`src/rtl/median_rank_stream.sv`:
```
// 3x3 rank filter (median / min / max / bypass) over one raster frame, with two internal
// line buffers, an end-of-frame flush and a four-stage output pipeline.
module median_rank_stream #(
    parameter int DATA_W = 8,
    parameter int COLS   = 30,
    parameter int ROWS   = 30
) (
    input  logic              clk,
    input  logic              rst,
    input  logic              valid_i,
    input  logic [DATA_W-1:0] data_i,
    input  logic [1:0]        mode_i,
    input  logic              border_i,
    output logic              valid_o,
    output logic [DATA_W-1:0] data_o,
    output logic              last_o,
    output logic              busy_o,
    output logic              overflow_o
);

    localparam int TOTAL = ROWS * COLS;
    localparam int SW    = $clog2(TOTAL + COLS + 1);
    localparam int CW    = $clog2(COLS);
    localparam int RW    = $clog2(ROWS);

    localparam logic [SW-1:0] LAST_IN    = SW'(TOTAL - 1);
    localparam logic [SW-1:0] LAST_SLOT  = SW'(TOTAL + COLS);
    localparam logic [SW-1:0] FIRST_EMIT = SW'(COLS + 1);
    localparam logic [CW-1:0] COL_MAX    = CW'(COLS - 1);
    localparam logic [RW-1:0] ROW_MAX    = RW'(ROWS - 1);

    typedef enum logic [1:0] {IDLE, RUN, FLUSH} state_t;
    typedef logic [DATA_W-1:0] pix_t;

    function automatic pix_t min2(input pix_t a, input pix_t b);
        return (a < b) ? a : b;
    endfunction

    function automatic pix_t max2(input pix_t a, input pix_t b);
        return (a < b) ? b : a;
    endfunction

    function automatic pix_t min3(input pix_t a, input pix_t b, input pix_t c);
        return min2(min2(a, b), c);
    endfunction

    function automatic pix_t max3(input pix_t a, input pix_t b, input pix_t c);
        return max2(max2(a, b), c);
    endfunction

    function automatic pix_t med3(input pix_t a, input pix_t b, input pix_t c);
        return max2(min2(a, b), min2(max2(a, b), c));
    endfunction

    state_t          state;
    logic [SW-1:0]   slot_cnt;
    logic [CW-1:0]   in_col;
    logic [CW-1:0]   out_col;
    logic [RW-1:0]   out_row;
    logic [1:0]      mode_q;
    logic            border_q;

    // lb_a holds the previous input row, lb_b the row before that.
    pix_t            lb_a [COLS];
    pix_t            lb_b [COLS];
    pix_t            win  [3][3];

    logic            s1_valid, s1_last, s1_edge, s1_bpass;
    logic [1:0]      s1_mode;
    logic            s2_valid, s2_last, s2_edge, s2_bpass;
    logic [1:0]      s2_mode;
    pix_t            s2_ctr;
    pix_t            s2_lo [3];
    pix_t            s2_mid[3];
    pix_t            s2_hi [3];
    logic            s3_valid, s3_last, s3_edge, s3_bpass;
    logic [1:0]      s3_mode;
    pix_t            s3_ctr, s3_min, s3_max, s3_a, s3_b, s3_c;

    logic            accept;
    logic            slot;
    logic            emit;
    pix_t            new_pix;
    pix_t            tap_a;
    pix_t            tap_b;
    pix_t            result;

    // A slot is one shift of the window: an accepted pixel or a flush cycle.
    assign accept  = valid_i && (state != FLUSH);
    assign slot    = accept || (state == FLUSH);
    assign emit    = slot && (slot_cnt >= FIRST_EMIT);
    assign new_pix = accept ? data_i : '0;
    assign tap_a   = lb_a[in_col];
    assign tap_b   = lb_b[in_col];

    // NOTE: every always_comb output gets a default first, so no path can infer a latch.
    always_comb begin
        result = s3_ctr;
        if (s3_mode != 2'd0) begin
            if (s3_edge) begin
                result = s3_bpass ? s3_ctr : '0;
            end else begin
                case (s3_mode)
                    2'd1:    result = med3(s3_a, s3_b, s3_c);
                    2'd2:    result = s3_min;
                    default: result = s3_max;
                endcase
            end
        end
    end

    // NOTE: state uses non-blocking assignments so every register samples pre-edge values.
    always_ff @(posedge clk) begin
        if (!rst) begin
            state      <= IDLE;
            slot_cnt   <= '0;
            in_col     <= '0;
            out_col    <= '0;
            out_row    <= '0;
            mode_q     <= 2'd0;
            border_q   <= 1'b0;
            busy_o     <= 1'b0;
            overflow_o <= 1'b0;
            s1_valid   <= 1'b0;
            s2_valid   <= 1'b0;
            s3_valid   <= 1'b0;
            valid_o    <= 1'b0;
            data_o     <= '0;
            last_o     <= 1'b0;
        end else begin
            if (valid_i && state == FLUSH) overflow_o <= 1'b1;

            case (state)
                IDLE: begin
                    if (valid_i) begin
                        mode_q   <= mode_i;
                        border_q <= border_i;
                        state    <= RUN;
                    end
                end
                RUN: begin
                    if (valid_i && slot_cnt == LAST_IN) begin
                        state  <= FLUSH;
                        busy_o <= 1'b1;
                    end
                end
                FLUSH: begin
                    if (slot_cnt == LAST_SLOT) begin
                        state  <= IDLE;
                        busy_o <= 1'b0;
                    end
                end
                default: state <= IDLE;
            endcase

            if (slot) begin
                if (slot_cnt == LAST_SLOT) begin
                    slot_cnt <= '0;
                    in_col   <= '0;
                end else begin
                    slot_cnt <= slot_cnt + 1'b1;
                    in_col   <= (in_col == COL_MAX) ? '0 : in_col + 1'b1;
                end
            end

            if (emit) begin
                if (out_col == COL_MAX) begin
                    out_col <= '0;
                    out_row <= (out_row == ROW_MAX) ? '0 : out_row + 1'b1;
                end else begin
                    out_col <= out_col + 1'b1;
                end
            end

            s1_valid <= emit;
            s2_valid <= s1_valid;
            s3_valid <= s2_valid;
            valid_o  <= s3_valid;
            last_o   <= s3_valid && s3_last;
            if (s3_valid) data_o <= result;
        end
    end

    // NOTE: line buffers and pipeline data carry no reset; valid tags alone qualify them.
    always_ff @(posedge clk) begin
        if (slot) begin
            lb_a[in_col] <= new_pix;
            lb_b[in_col] <= tap_a;
            for (int r = 0; r < 3; r++) begin
                win[r][0] <= win[r][1];
                win[r][1] <= win[r][2];
            end
            win[0][2] <= tap_b;
            win[1][2] <= tap_a;
            win[2][2] <= new_pix;
        end

        if (emit) begin
            s1_last  <= (out_row == ROW_MAX) && (out_col == COL_MAX);
            s1_edge  <= (out_row == '0) || (out_row == ROW_MAX) ||
                        (out_col == '0) || (out_col == COL_MAX);
            s1_bpass <= border_q;
            s1_mode  <= mode_q;
        end

        // Row sort: each window row ordered into low / mid / high.
        for (int i = 0; i < 3; i++) begin
            s2_lo[i]  <= min3(win[i][0], win[i][1], win[i][2]);
            s2_mid[i] <= med3(win[i][0], win[i][1], win[i][2]);
            s2_hi[i]  <= max3(win[i][0], win[i][1], win[i][2]);
        end
        s2_ctr   <= win[1][1];
        s2_last  <= s1_last;
        s2_edge  <= s1_edge;
        s2_bpass <= s1_bpass;
        s2_mode  <= s1_mode;

        // Column sort: the median lies among max-of-lows, mid-of-mids, min-of-highs.
        s3_min   <= min3(s2_lo[0], s2_lo[1], s2_lo[2]);
        s3_max   <= max3(s2_hi[0], s2_hi[1], s2_hi[2]);
        s3_a     <= max3(s2_lo[0], s2_lo[1], s2_lo[2]);
        s3_b     <= med3(s2_mid[0], s2_mid[1], s2_mid[2]);
        s3_c     <= min3(s2_hi[0], s2_hi[1], s2_hi[2]);
        s3_ctr   <= s2_ctr;
        s3_last  <= s2_last;
        s3_edge  <= s2_edge;
        s3_bpass <= s2_bpass;
        s3_mode  <= s2_mode;
    end

endmodule

```
`config.mk`:
```
export PLATFORM = sky130hd
export DESIGN_NAME = median_rank_stream
export DESIGN_NICKNAME = d
export VERILOG_FILES = /design/src/rtl/median_rank_stream.sv
export SDC_FILE = /design/constraint.sdc
export NUM_CORES = 1
export LEC_CHECK = 0
export BUFFER_PORTS_ARGS = -buffer_cell sky130_fd_sc_hd__buf_2
export CORE_MARGIN = 3
export CORE_UTILIZATION = 29
export DETAILED_ROUTE_END_ITERATION = 10
export PLACE_DENSITY_LB_ADDON = 0.15
export SYNTH_ARGS = -nofsm -noshare
export SYNTH_HDL_FRONTEND = slang
export SYNTH_SLANG_ARGS = --single-unit
export TNS_END_PERCENT = 100
```
`constraint.sdc`:
```
create_clock -name clk -period 7.1 [get_ports clk]
set_clock_uncertainty 0.2 [all_clocks]
set_input_delay 1.065 -clock clk [delete_from_list [all_inputs] [get_ports clk]]
set_output_delay 1.065 -clock clk [all_outputs]
set_load 0.02 [all_outputs]
```
# Word-level counts from Yosys, hierarchy flattened
# Memories as Yosys holds them, arrays and structs flattened. A register that Yosys moved wholly into a read port is not among the register bits.
# Index checks and enable logic that the tools add are counted.
# word_totals
register_bits	116
latchBits	0
ram_bits	624
mem_bits_ro	0
inputBits	14
out_inout_bits	12
word_cells	158
n_memories	6
# mem_list
memory	depth	width	rd	rd_clocked_by_memory_dff	wr	line	source
lb_a	30	8	1	1	1	64	pix_t lb_a [COLS];
lb_b	30	8	1	1	1	65	pix_t lb_b [COLS];
win	3	24	3	0	3	66	pix_t win [3][3];
s2_hi	3	8	3	0	3	75	pix_t s2_hi [3];
s2_lo	3	8	3	0	3	73	pix_t s2_lo [3];
s2_mid	3	8	3	0	3	74	pix_t s2_mid[3];
# op_classes
n_addsub	4
mul	0
div	0
n_lt_le_gt_ge	25
n_eq_ne	13
n_shift	0
n_mux	57
bitwise_logic	0
n_reduce_logical	19
# ops
cell	count
$mux 8	38
$lt 8x8->1	24
$mux 5	8
$eq 10x10->1 const B	2
$pmux 8 s2	1
$add 5x1->5 const B	3
$eq 5x5->1 const B	3
$add 10x1->10 const B	1
$ge 10x5->1 const B	1
$logic_not 5->1	2
$mux 10	1
$logic_and 1x1->1	6
$mux 2	3
$ne 2x2->1 const B	3
$pmux 2 s3	1
$reduce_and 3->1	2
$eq 2x1->1 const B	2
$eq 2x2->1 const B	2
$logic_or 1x1->1	4
$mux 1	4
$reduce_and 2->1	2
$reduce_bool 2->1	2
$logic_not 2->1	1
$ne 2x1->1 const B	1
$pmux 1 s2	1

# Longest topological paths before layout
# Gate-level depths: netlist of run 1.
# logic_depth
ltp_word	9
mapped_depth	25
ltp_nobuf	23

# Worst setup path before layout of run 1
# OpenSTA, ideal clock, no wires.
# synth_timing
path_type	input port to flip-flop
from	input valid_i
to	memory lb_a[0][0] (netlist name) (enable)
setup_time_ps	389
arrival_ps	5173
t_required_ps	6511
slack_ps	1339
cell_stages	6
path_buffers	2
cell_sequence	clkbuf_1 > nor2_1 > inv_1 > buf_1 > nand2_1 > nor2_1
# synth_between
elab_chain_cells	4
# synth_rtl
item	line	source
start, declared	10	input logic valid_i,
$logic_and 1x1->1	89	assign accept = valid_i && (state != FLUSH);
$logic_or 1x1->1	90	assign slot = accept || (state == FLUSH);
via slot	81	logic slot;
$mux 1	186	if (slot) begin
$mux 1 (implied by the code)	187	lb_a[in_col] <= new_pix;
end, declared	64	
# The timed path passes the listed nets, and every way through them passes these cells.

==> run summary, run 1 <==
Outcome = finished clean
Grt peak-use layer = met2
Area of the multi-input gates = 0.0121 mm^2
Layout Area Growth over Synthesis = 14.9%
Post-cts resize count = 0
WP buf/inv = 3
CTS Hold Bufs = 0
Setup ws final = 0.918 ns
Commonest non-fill, non-tap cell in the layout = edfxtp_1
Final setup viols = 0
Fin nets = 2,549
Synth cell types = 70
CP max FO = 13
Pin count of the biggest net entering global routing = 70
Total CTS buffers = 84
IO Count = 26
ANT cells = 0
Total Wirelength = 85,500 um
Post-route minimum period = 6.18 ns
Tot GR Track Use = 14.1%
Die footprint = 0.119 mm^2
Remaining DRCs = 0
Routing usage on met3 = 2.26%
Util after Layout = 33.9%
Slowest CP cell = a2111oi_0
Vias in the first global route = 19,700
Clock Tree Buf Depth = 3
RSZ-0062 raised after global routing = false
Fill cells = 10,900
Register Area = 0.0205 mm^2
Delay-heaviest family, CP = compound AO/OA/AOI/OAI gates
Total grt overflow = 0
First-pass GRT wire length = 127,000 um
Post-synth EDFFs = 557
Die Y = 346 um
Final instance area = 0.0384 mm^2
Place WS = 0.684 ns
Crit path largest cell delay = 0.49 ns
WL per Instance = 21.8 um
Post-detailed-route count of antenna-violating nets = 0
Via count = 18,800
Origin of the critical flop-to-flop path = s2_mid[0][13]
Reg clk slew, reported paths = 0.07 ns
Post-Syn Area per Cell = 14.8 um^2
Post-Synthesis Cells = 2,260
Worst Max-Slew Pin Slew = 1.27 ns
Worst path cell trace = inv_1 > ha_1 > a2111oi_0 > nor2b_1 > o21ai_1 > nand2_1 > buf_4 > mux2_2 > ha_1 > inv_1 > o2111ai_1 > nor2_1 > a31oi_2 > o21ai_0 > ha_1 > a21o_1 > a21o_1 > a21o_1 > a211o_1 > o22ai_2 > nand3b_1 > o311a_1
Core area = 0.113 mm^2
Initial core utilization = 29.5%
Met1 Usage GRT = 18.6%
Die Wd = 346 um
Initial antenna violation count = 1
Post-Syn Area = 0.0334 mm^2
Setup CP Type = register to register
Sink Count = 745
Slew Viols, Final = 0
Synth warnings = 0
CTS tree = done
Total leakage power = 13.9 nW
Ratio of cells with drive above 1 in the final layout = 21.1%
Maximum VDD drop = 0.236 mV
Synth Register Bits = 745
Placed Instance Area = 0.0356 mm^2
Post-route insts no fill = 3,917
# port buffers = 25
Hold WC Path Type = register to register
Top FF cell, synth = edfxtp_1
CTS H-tree lvls = 3
Arr. time, crit path = 6.51 ns
Hold Path Origin = s2_mode[0]
Placed insts = 3,762
Setup TNS = 0 ns
Worst EP required = 7.42 ns
Final GP Congestion = 0.816
DR pass1 iterations = 5
PwrDens = 487 mW/mm^2
Worst rel slew slack = 15.6%
HPWL after DPL = 57,600 um
Final Cycle Share = 87.1%
Fmax = 162 MHz
Worst Setup End Kind = register
Syn Nets = 2,461
Post-CTS Setup Inserts = 0
Post-synthesis async set-or-reset flop share = 0%
Max-cap viol count = 0
Hold violation count in the final report = 0
Drt via density = 4.81
Critical path startpoint category = register
Iter 0 DRT Violations = 1,199
Clk root buf = clkbuf_16
Clock Latency Late Sink = 0.66 ns
Post-synthesis sequential area ratio = 61.3%
Commonest non-fill, non-tap cells in the layout = edfxtp_1 (557), ha_1 (187), dfxtp_1 (184)
Row count = 123
Met2 Use GR = 23.8%
Crit path launch = s2_mid[0][13]
==> report_power, final <==
part	switching (W)	internal (W)	total [W]
clock	0.00184	0.00254	0.00438
combinational	0.00482	0.00349	0.00831
sequential	0.000549	0.00547	0.00602
total	0.00720	0.0115	0.0187
==> metal layers <==
metal | vias to the layer above | share of wire [%]
li1 | 8835 | -
met1 | 9535 | 45
met2 | 326 | 49
met3 | 141 | 3.5
met4 | 0 | 2.9
met5 | - | 0
==> area by class of cell <==
cell class                      count  share of cell area [%]
Sequential cell                   745                    53.3
Clock inverter                     48                    1.45
Inverter                          160                    1.57
Timing Repair Buffer               76                    1.35
Multi-Input combinational cell   1281                    31.5
Clock buffer                      107                    5.88
Tap cell                         1500                    4.88
==> cell families (layout without fill, tap and decap cells) <==
| family | Yosys count | in the layout | share of synthesized area, % |
|---|---|---|---|
| muxes | 360 | 360 | 16.6 |
| DFF | 745 | 745 | 61.3 |
| and+or+nand+nor | 381 | 381 | 5.34 |
| xor gates and xnor gates | 19 | 19 | 0.498 |
| AOI/OAI and AO/OA | 334 | 334 | 6.58 |
| adders and majority gates | 187 | 187 | 7.00 |
| buffers and inverters | 234 | 391 | 2.67 |
==> final timing paths <==
path	endpoint	depth (start not counted)	slack, ns
worst max-delay path	s3_b[0]	22	0.92
worst min-delay path	s3_mode[0]	0	0.12
worst max register to register	s3_b[0]	22	0.92
worst min register to register	s3_mode[0]	0	0.12
==> worst register-to-register path: stages (launching register included) <==
cell and delay [ns]:
dfxtp_1 0.44, inv_1 0.10, ha_1 0.30, a2111oi_0 0.49, nor2b_1 0.23, o21ai_1 0.15, nand2_1 0.37, buf_4 0.27
mux2_2 0.36, ha_1 0.31, inv_1 0.05, o2111ai_1 0.27, nor2_1 0.09, a31oi_2 0.34, o21ai_0 0.23, ha_1 0.36
a21o_1 0.16, a21o_1 0.17, a21o_1 0.20, a211o_1 0.25, o22ai_2 0.46, nand3b_1 0.13, o311a_1 0.13
==> Yosys cell counts, types with 3 or more instances <==
| library cell | n | area, um^2 |
|---|---|---|
| buf_1 | 25 | 93.8 |
| xnor2_1 | 5 | 43.8 |
| nand3_1 | 34 | 170 |
| a2111oi_0 | 6 | 52.6 |
| xor2_1 | 14 | 123 |
| nand4b_1 | 3 | 26.3 |
| nand3b_1 | 4 | 30.0 |
| and3_1 | 7 | 43.8 |
| dfxtp_1 | 188 | 3760 |
| a211oi_1 | 15 | 113 |
| a21oi_1 | 71 | 355 |
| ha_1 | 187 | 2340 |
| a211o_1 | 3 | 26.3 |
| o21ai_0 | 110 | 551 |
| and2_1 | 15 | 93.8 |
| nand2_1 | 128 | 480 |
| nand4_1 | 21 | 131 |
| o32a_1 | 7 | 70.1 |
| o21ai_2 | 3 | 26.3 |
| nor2b_1 | 10 | 62.6 |
| a31oi_1 | 7 | 43.8 |
| nor3_1 | 12 | 60.1 |
| mux2_1 | 18 | 203 |
| a221oi_1 | 4 | 35.0 |
| o21a_1 | 14 | 105 |
| a21o_1 | 31 | 233 |
| or2_2 | 3 | 18.8 |
| nand2b_1 | 17 | 106 |
| inv_1 | 160 | 601 |
| o21ai_1 | 16 | 80.1 |
| nor3b_2 | 3 | 37.5 |
| o211ai_1 | 6 | 45.0 |
| and4_1 | 3 | 26.3 |
| clkbuf_1 | 39 | 146 |
| nor2_1 | 110 | 413 |
| mux2i_1 | 86 | 861 |
| mux2_2 | 112 | 1260 |
| o41ai_2 | 6 | 97.6 |
| edfxtp_1 | 557 | 16700 |
| buf_2 | 9 | 45.0 |
| mux4_2 | 144 | 3240 |
| o22ai_1 | 3 | 18.8 |
==> per-stage QoR <==
step,hold WS [ns],total power (W)
global placement,0.115,0.0143
detailed placement,0.112,0.0144
global route,0.114,0.0201
floorplan,0.110,0.0119
finish,0.120,0.0187
CTS,0.120,0.0189
==> state kept, by name, indices dropped and copies added, names as in the netlist, 10 cells and up, named ones only <==
register	flops
s2_lo	24
s2_mid	24
lb_b	240
s2_hi	24
slot_cnt	10
win	72
lb_a	240
Note: power is estimated with default switching activity, not from simulation.
==> run 2, diff against run 1 <==
--- a/config.mk
+++ b/config.mk
@@ -7,8 +7,9 @@
 export LEC_CHECK = 0
 export BUFFER_PORTS_ARGS = -buffer_cell sky130_fd_sc_hd__buf_2
 export CORE_MARGIN = 3
-export CORE_UTILIZATION = 29
+export CORE_UTILIZATION = 35
 export DETAILED_ROUTE_END_ITERATION = 10
+export GPL_TIMING_DRIVEN = 0
 export PLACE_DENSITY_LB_ADDON = 0.15
 export SYNTH_ARGS = -nofsm -noshare
 export SYNTH_HDL_FRONTEND = slang
==> run summary, run 2 (same netlist as run 1, synthesis figures left out) <==
Outcome = finished clean
Final setup viols = 0
CTS tree = done
ANT cells = 0
Total CTS buffers = 81
Total grt overflow = 0
Row count = 112
Worst Setup End Kind = register
Post-detailed-route count of antenna-violating nets = 0
Pin count of the biggest net entering global routing = 43
Sw Share = 38.5%
Worst rel slew slack = 8.21%
Fill cells = 8,527
Setup TNS = 0 ns
Hold violation count in the final report = 0
Die Y = 315 um
Core area = 0.0940 mm^2
Ratio of cells with drive above 1 in the final layout = 20.4%
Clock Latency Late Sink = 0.65 ns
CP max FO = 10
Reg clk slew, reported paths = 0.06 ns
Commonest non-fill, non-tap cell in the layout = edfxtp_1
PwrDens = 485 mW/mm^2
HPWL after DPL = 60,300 um
Post-route minimum period = 6.76 ns
CTS H-tree lvls = 3
IO Count = 26
Worst EP required = 7.35 ns
Critical path startpoint category = register
Post-CTS Setup Inserts = 0
Fin nets = 2,599
Clk root buf = clkbuf_16
Max-cap viol count = 0
Tot GR Track Use = 16.6%
Power Total = 0.0186 W
Sw power = 0.00717 W
RR Endpoint = s2_mid[0][10]
Hold Path Origin = s2_mode[0]
Die footprint = 0.0993 mm^2
Die Wd = 315 um
First-pass GRT wire length = 122,000 um
DR pass1 iterations = 7
Maximum VDD drop = 0.335 mV
Top Registers = lb_a (240), lb_b (240), win (72)
RSZ-0062 raised after global routing = false
Sink Count = 745
Hold WC Path Type = register to register
Final GP Congestion = 0.833
Clock group share of total power = 22.9%
Post-cts resize count = 0
Flop pwr share = 31.9%
Iter 0 DRT Violations = 1,276
Final Cycle Share = 95.2%
Initial antenna violation count = 3
Arr. time, crit path = 7.01 ns
Origin of the critical flop-to-flop path = win[0][38]
Setup CP Type = register to register
Worst Hold Path EP = s3_mode[0]
Clock Tree Buf Depth = 3
Slew Viols, Final = 0
Fmax = 148 MHz
Worst Hold Depth = 0
Remaining DRCs = 0
Commonest non-fill, non-tap cells in the layout = edfxtp_1 (557), dfxtp_1 (188), ha_1 (187)
# port buffers = 24
R2R cell count = 20
Worst Max-Slew Pin Slew = 1.38 ns
Internal Power = 0.0115 W
Setup ws final = 0.342 ns
Total Wirelength = 81,600 um
Total leakage power = 14.0 nW
Combinational Power Share = 45.2%
Place WS = 0.425 ns
Vias in the first global route = 19,500
Via count = 19,000
WL per Instance = 21.9 um
CTS Hold Bufs = 0
Drt via density = 5.10
Flop2flop setup slack = 0.34 ns
Initial core utilization = 35.6%
Layout Area Growth over Synthesis = 14.9%
## run 2: cell count changes in the layout (fill, tap and decap cells not counted), moves of 4 or more
cell | previous run | this run
buf_4 | 50 | 1
clkbuf_1 | 17 | 55
buf_1 | 0 | 24
buf_8 | 0 | 15
buf_6 | 0 | 11
nor2_1 | 91 | 80
nor2_2 | 19 | 30
buf_2 | 25 | 34
clkbuf_8 | 5 | 0
dfxtp_1 | 184 | 188
## run 2: final cells by class
cell class                 instances  area [um^2]  share of cell area (%)
sequential                       745        20500                    53.3
multi-input combinational       1281        12100                    31.6
clock buffer                      99         2140                    5.56
tap                             1254         1570                    4.08
clock inverter                    51          603                    1.57
inverter                         160          601                    1.56
timing repair buffer              55          592                    1.54
buffer                            74          294                   0.765
## run 2: worst max-delay path, stage by stage, from the launching register on
cell	delay [ns]
edfxtp_1	0.42
inv_1	0.06
ha_1	0.31
a21o_1	0.17
a221oi_1	0.29
o21a_1	0.21
buf_2	0.27
mux2_2	0.41
ha_1	0.34
a21oi_1	0.14
a21oi_1	0.10
or4_1	0.57
o22a_1	0.33
buf_2	0.25
mux2i_1	0.33
ha_1	0.31
and4_1	0.23
a221oi_1	0.41
o311ai_1	0.20
nand2_1	0.46
mux2i_1	0.58
## run 2: worst max path at each step
stage | from | end | slack, ns | cells past startpoint
global placement | valid_i | lb_b[4][2] | -1.52 | 6
CTS | s2_mid[0][12] | s3_b[5] | 0.37 | 23
finish | win[0][38] | s2_mid[0][10] | 0.34 | 20
global route | win[0][38] | s2_mid[0][9] | 0.08 | 20
floorplan | valid_i | lb_a[0][0] | 1.34 | 6
detailed placement | s2_mid[0][12] | s3_b[5] | 0.43 | 23
## run 2: power by group through the flow
stage               registers (W)  logic, W  clock network, W
detailed placement        0.00605   0.00847                 0
CTS                       0.00596   0.00852           0.00440
global route              0.00601   0.00939           0.00458
floorplan                 0.00577   0.00617                 0
finish                    0.00594   0.00842           0.00427
global placement          0.00604   0.00827                 0
## run 2: metal layers
| metal | track usage [%] | vias to the layer above | routed length (um) |
|---|---|---|---|
| li1 | - | 8934 | - |
| met1 | 21.8 | 9547 | 36400 |
| met2 | 27.7 | 337 | 39200 |
| met3 | 2.38 | 143 | 2900 |
| met4 | 6.31 | 0 | 3100 |
| met5 | 0 | - | 0 |
## run 2: per-stage QoR
step / cell area (um^2) / hold WS (ns) / std cells / utilization, %
CTS: 38400 / 0.125 / 3719 / 40.9
floorplan: 33400 / 0.110 / 2260 / -
detailed placement: 35700 / 0.112 / 3569 / 37.9
finish: 38400 / 0.126 / 3719 / 40.9
global route: 38400 / 0.129 / 3719 / 40.9
global placement: 35100 / 0.112 / 3538 / 37.4
==> run 3, diff against run 2 <==
--- a/config.mk
+++ b/config.mk
@@ -8,6 +8,7 @@
 export BUFFER_PORTS_ARGS = -buffer_cell sky130_fd_sc_hd__buf_2
 export CORE_MARGIN = 3
 export CORE_UTILIZATION = 35
+export CTS_BUF_LIST = sky130_fd_sc_hd__clkbuf_4 sky130_fd_sc_hd__clkbuf_8 sky130_fd_sc_hd__clkbuf_16
 export DETAILED_ROUTE_END_ITERATION = 10
 export GPL_TIMING_DRIVEN = 0
 export PLACE_DENSITY_LB_ADDON = 0.15
==> run summary, run 3 (same netlist as run 1, synthesis figures left out) <==
Outcome = finished clean
Core area = 0.0940 mm^2
Slew Viols, Final = 0
Die Y = 315 um
Commonest non-fill, non-tap cells in the layout = edfxtp_1 (557), dfxtp_1 (188), ha_1 (187)
First-pass GRT wire length = 122,000 um
Setup TNS = 0 ns
Critical path startpoint category = register
Reg clk slew, reported paths = 0.06 ns
Ratio of cells with drive above 1 in the final layout = 21.1%
Internal Power = 0.0115 W
Sw Share = 38.4%
CTS H-tree lvls = 3
Initial core utilization = 35.6%
HPWL after DPL = 60,300 um
Worst rel slew slack = 8.65%
Fin nets = 2,599
Combinational Power Share = 45.1%
Clk root buf = clkbuf_16
Hold violation count in the final report = 0
Remaining DRCs = 0
Maximum VDD drop = 0.334 mV
Crit path largest cell delay = 0.58 ns
WP buf/inv = 3
Setup crit end = s2_mid[0][10]
Worst Max-Slew Pin Slew = 1.37 ns
Origin of the critical flop-to-flop path = win[0][38]
Initial antenna violation count = 3
Iter 0 DRT Violations = 1,267
Die Wd = 315 um
Hold WC Path Type = register to register
Post-detailed-route count of antenna-violating nets = 0
Util after Layout = 40.9%
DR pass1 iterations = 5
Total leakage power = 14.0 nW
Slowest CP cell = mux2i_1
Pin count of the biggest net entering global routing = 43
RR Endpoint = s2_mid[0][10]
ANT cells = 0
Total CTS buffers = 81
Layout Area Growth over Synthesis = 15.1%
Die footprint = 0.0993 mm^2
Clock Latency Late Sink = 0.64 ns
Setup CP Type = register to register
IO Count = 26
Crit path launch = win[0][38]
Top Registers = lb_a (240), lb_b (240), win (72)
Flop2flop setup slack = 0.34 ns
Worst path cell trace = inv_1 > ha_1 > a21o_1 > a221oi_1 > o21a_1 > buf_2 > mux2_2 > ha_1 > a21oi_1 > a21oi_1 > or4_1 > o22a_1 > buf_2 > mux2i_1 > ha_1 > and4_1 > a221oi_1 > o311ai_1 > nand2_1 > mux2i_1
Row count = 112
Delay-heaviest family, CP = compound AO/OA/AOI/OAI gates
Final instance area = 0.0385 mm^2
Final Cycle Share = 95.1%
CP max FO = 10
Drt via density = 5.11
Flop pwr share = 31.8%
Post-CTS Setup Inserts = 0
Commonest non-fill, non-tap cell in the layout = edfxtp_1
CTS tree = done
Most used cell, CP = ha_1
R2R cell count = 20
Clock Tree Buf Depth = 3
Vias in the first global route = 19,500
Fmax = 148 MHz
Post-route minimum period = 6.76 ns
PwrDens = 486 mW/mm^2
Clock group share of total power = 23.2%
Total Wirelength = 81,700 um
Sink Count = 745
Fill cells = 8,526
RSZ-0062 raised after global routing = false
Max-cap viol count = 0
Placed Instance Area = 0.0357 mm^2
# port buffers = 24
Final setup viols = 0
Power Total = 0.0187 W
Sw power = 0.00719 W
CTS Hold Bufs = 0
Final GP Congestion = 0.833
WL per Instance = 22.0 um
Worst EP required = 7.35 ns
Via count = 19,000
Crit path depth = 20
Total grt overflow = 0
Worst Setup End Kind = register
Arr. time, crit path = 7.01 ns
Tot GR Track Use = 16.6%
Post-cts resize count = 0
run 3: cell counts in the layout (fill, tap and decap cells not counted):
No cell type changed its count.
run 3: layout make-up:
| cell class | instances | area (um^2) | area share (%) |
|---|---|---|---|
| sequential | 745 | 20500 | 53.2 |
| multi-input combinational | 1281 | 12100 | 31.5 |
| clock buffer | 99 | 2200 | 5.71 |
| tap | 1254 | 1570 | 4.08 |
| clock inverter | 51 | 603 | 1.57 |
| inverter | 160 | 601 | 1.56 |
| timing repair buffer | 55 | 592 | 1.54 |
| buffer | 74 | 294 | 0.764 |
run 3: metrics by stage:
step / worst slack, ns / hold slack, ns / std cells
detailed placement: 0.425 / 0.112 / 3569
global route: 0.0825 / 0.129 / 3719
CTS: 0.373 / 0.125 / 3719
finish: 0.344 / 0.126 / 3719
floorplan: 1.34 / 0.110 / 2260
global placement: -1.52 / 0.112 / 3538
run 3: worst min-delay path by stage:
| stage | startpoint | to | cells after the start |
|---|---|---|---|
| final | s2_mode[0] | s3_mode[0] | 0 |
| after global routing | s2_mode[0] | s3_mode[0] | 0 |
| after CTS | s2_mode[0] | s3_mode[0] | 0 |
| after detailed placement | s2_mode[0] | s3_mode[0] | 0 |
| after global placement | s2_last | s3_last | 0 |
| after floorplan | s2_bpass | s3_bpass | 0 |
run 3: power by group through the flow:
stage	Combinational [W]	Sequential, W	Clock, W
finish	0.00844	0.00595	0.00433
CTS	0.00852	0.00596	0.00446
floorplan	0.00617	0.00577	0
global placement	0.00827	0.00604	0
global route	0.00939	0.00601	0.00464
detailed placement	0.00847	0.00605	0
run 3: metal layers:
layer / track usage [%] / vias to the layer above / part of all wire (%)
li1: - / 8929 / -
met4: 6.32 / 0 / 3.9
met2: 27.7 / 382 / 48
met1: 21.8 / 9544 / 45
met3: 2.37 / 144 / 3.6
met5: 0 / - / 0
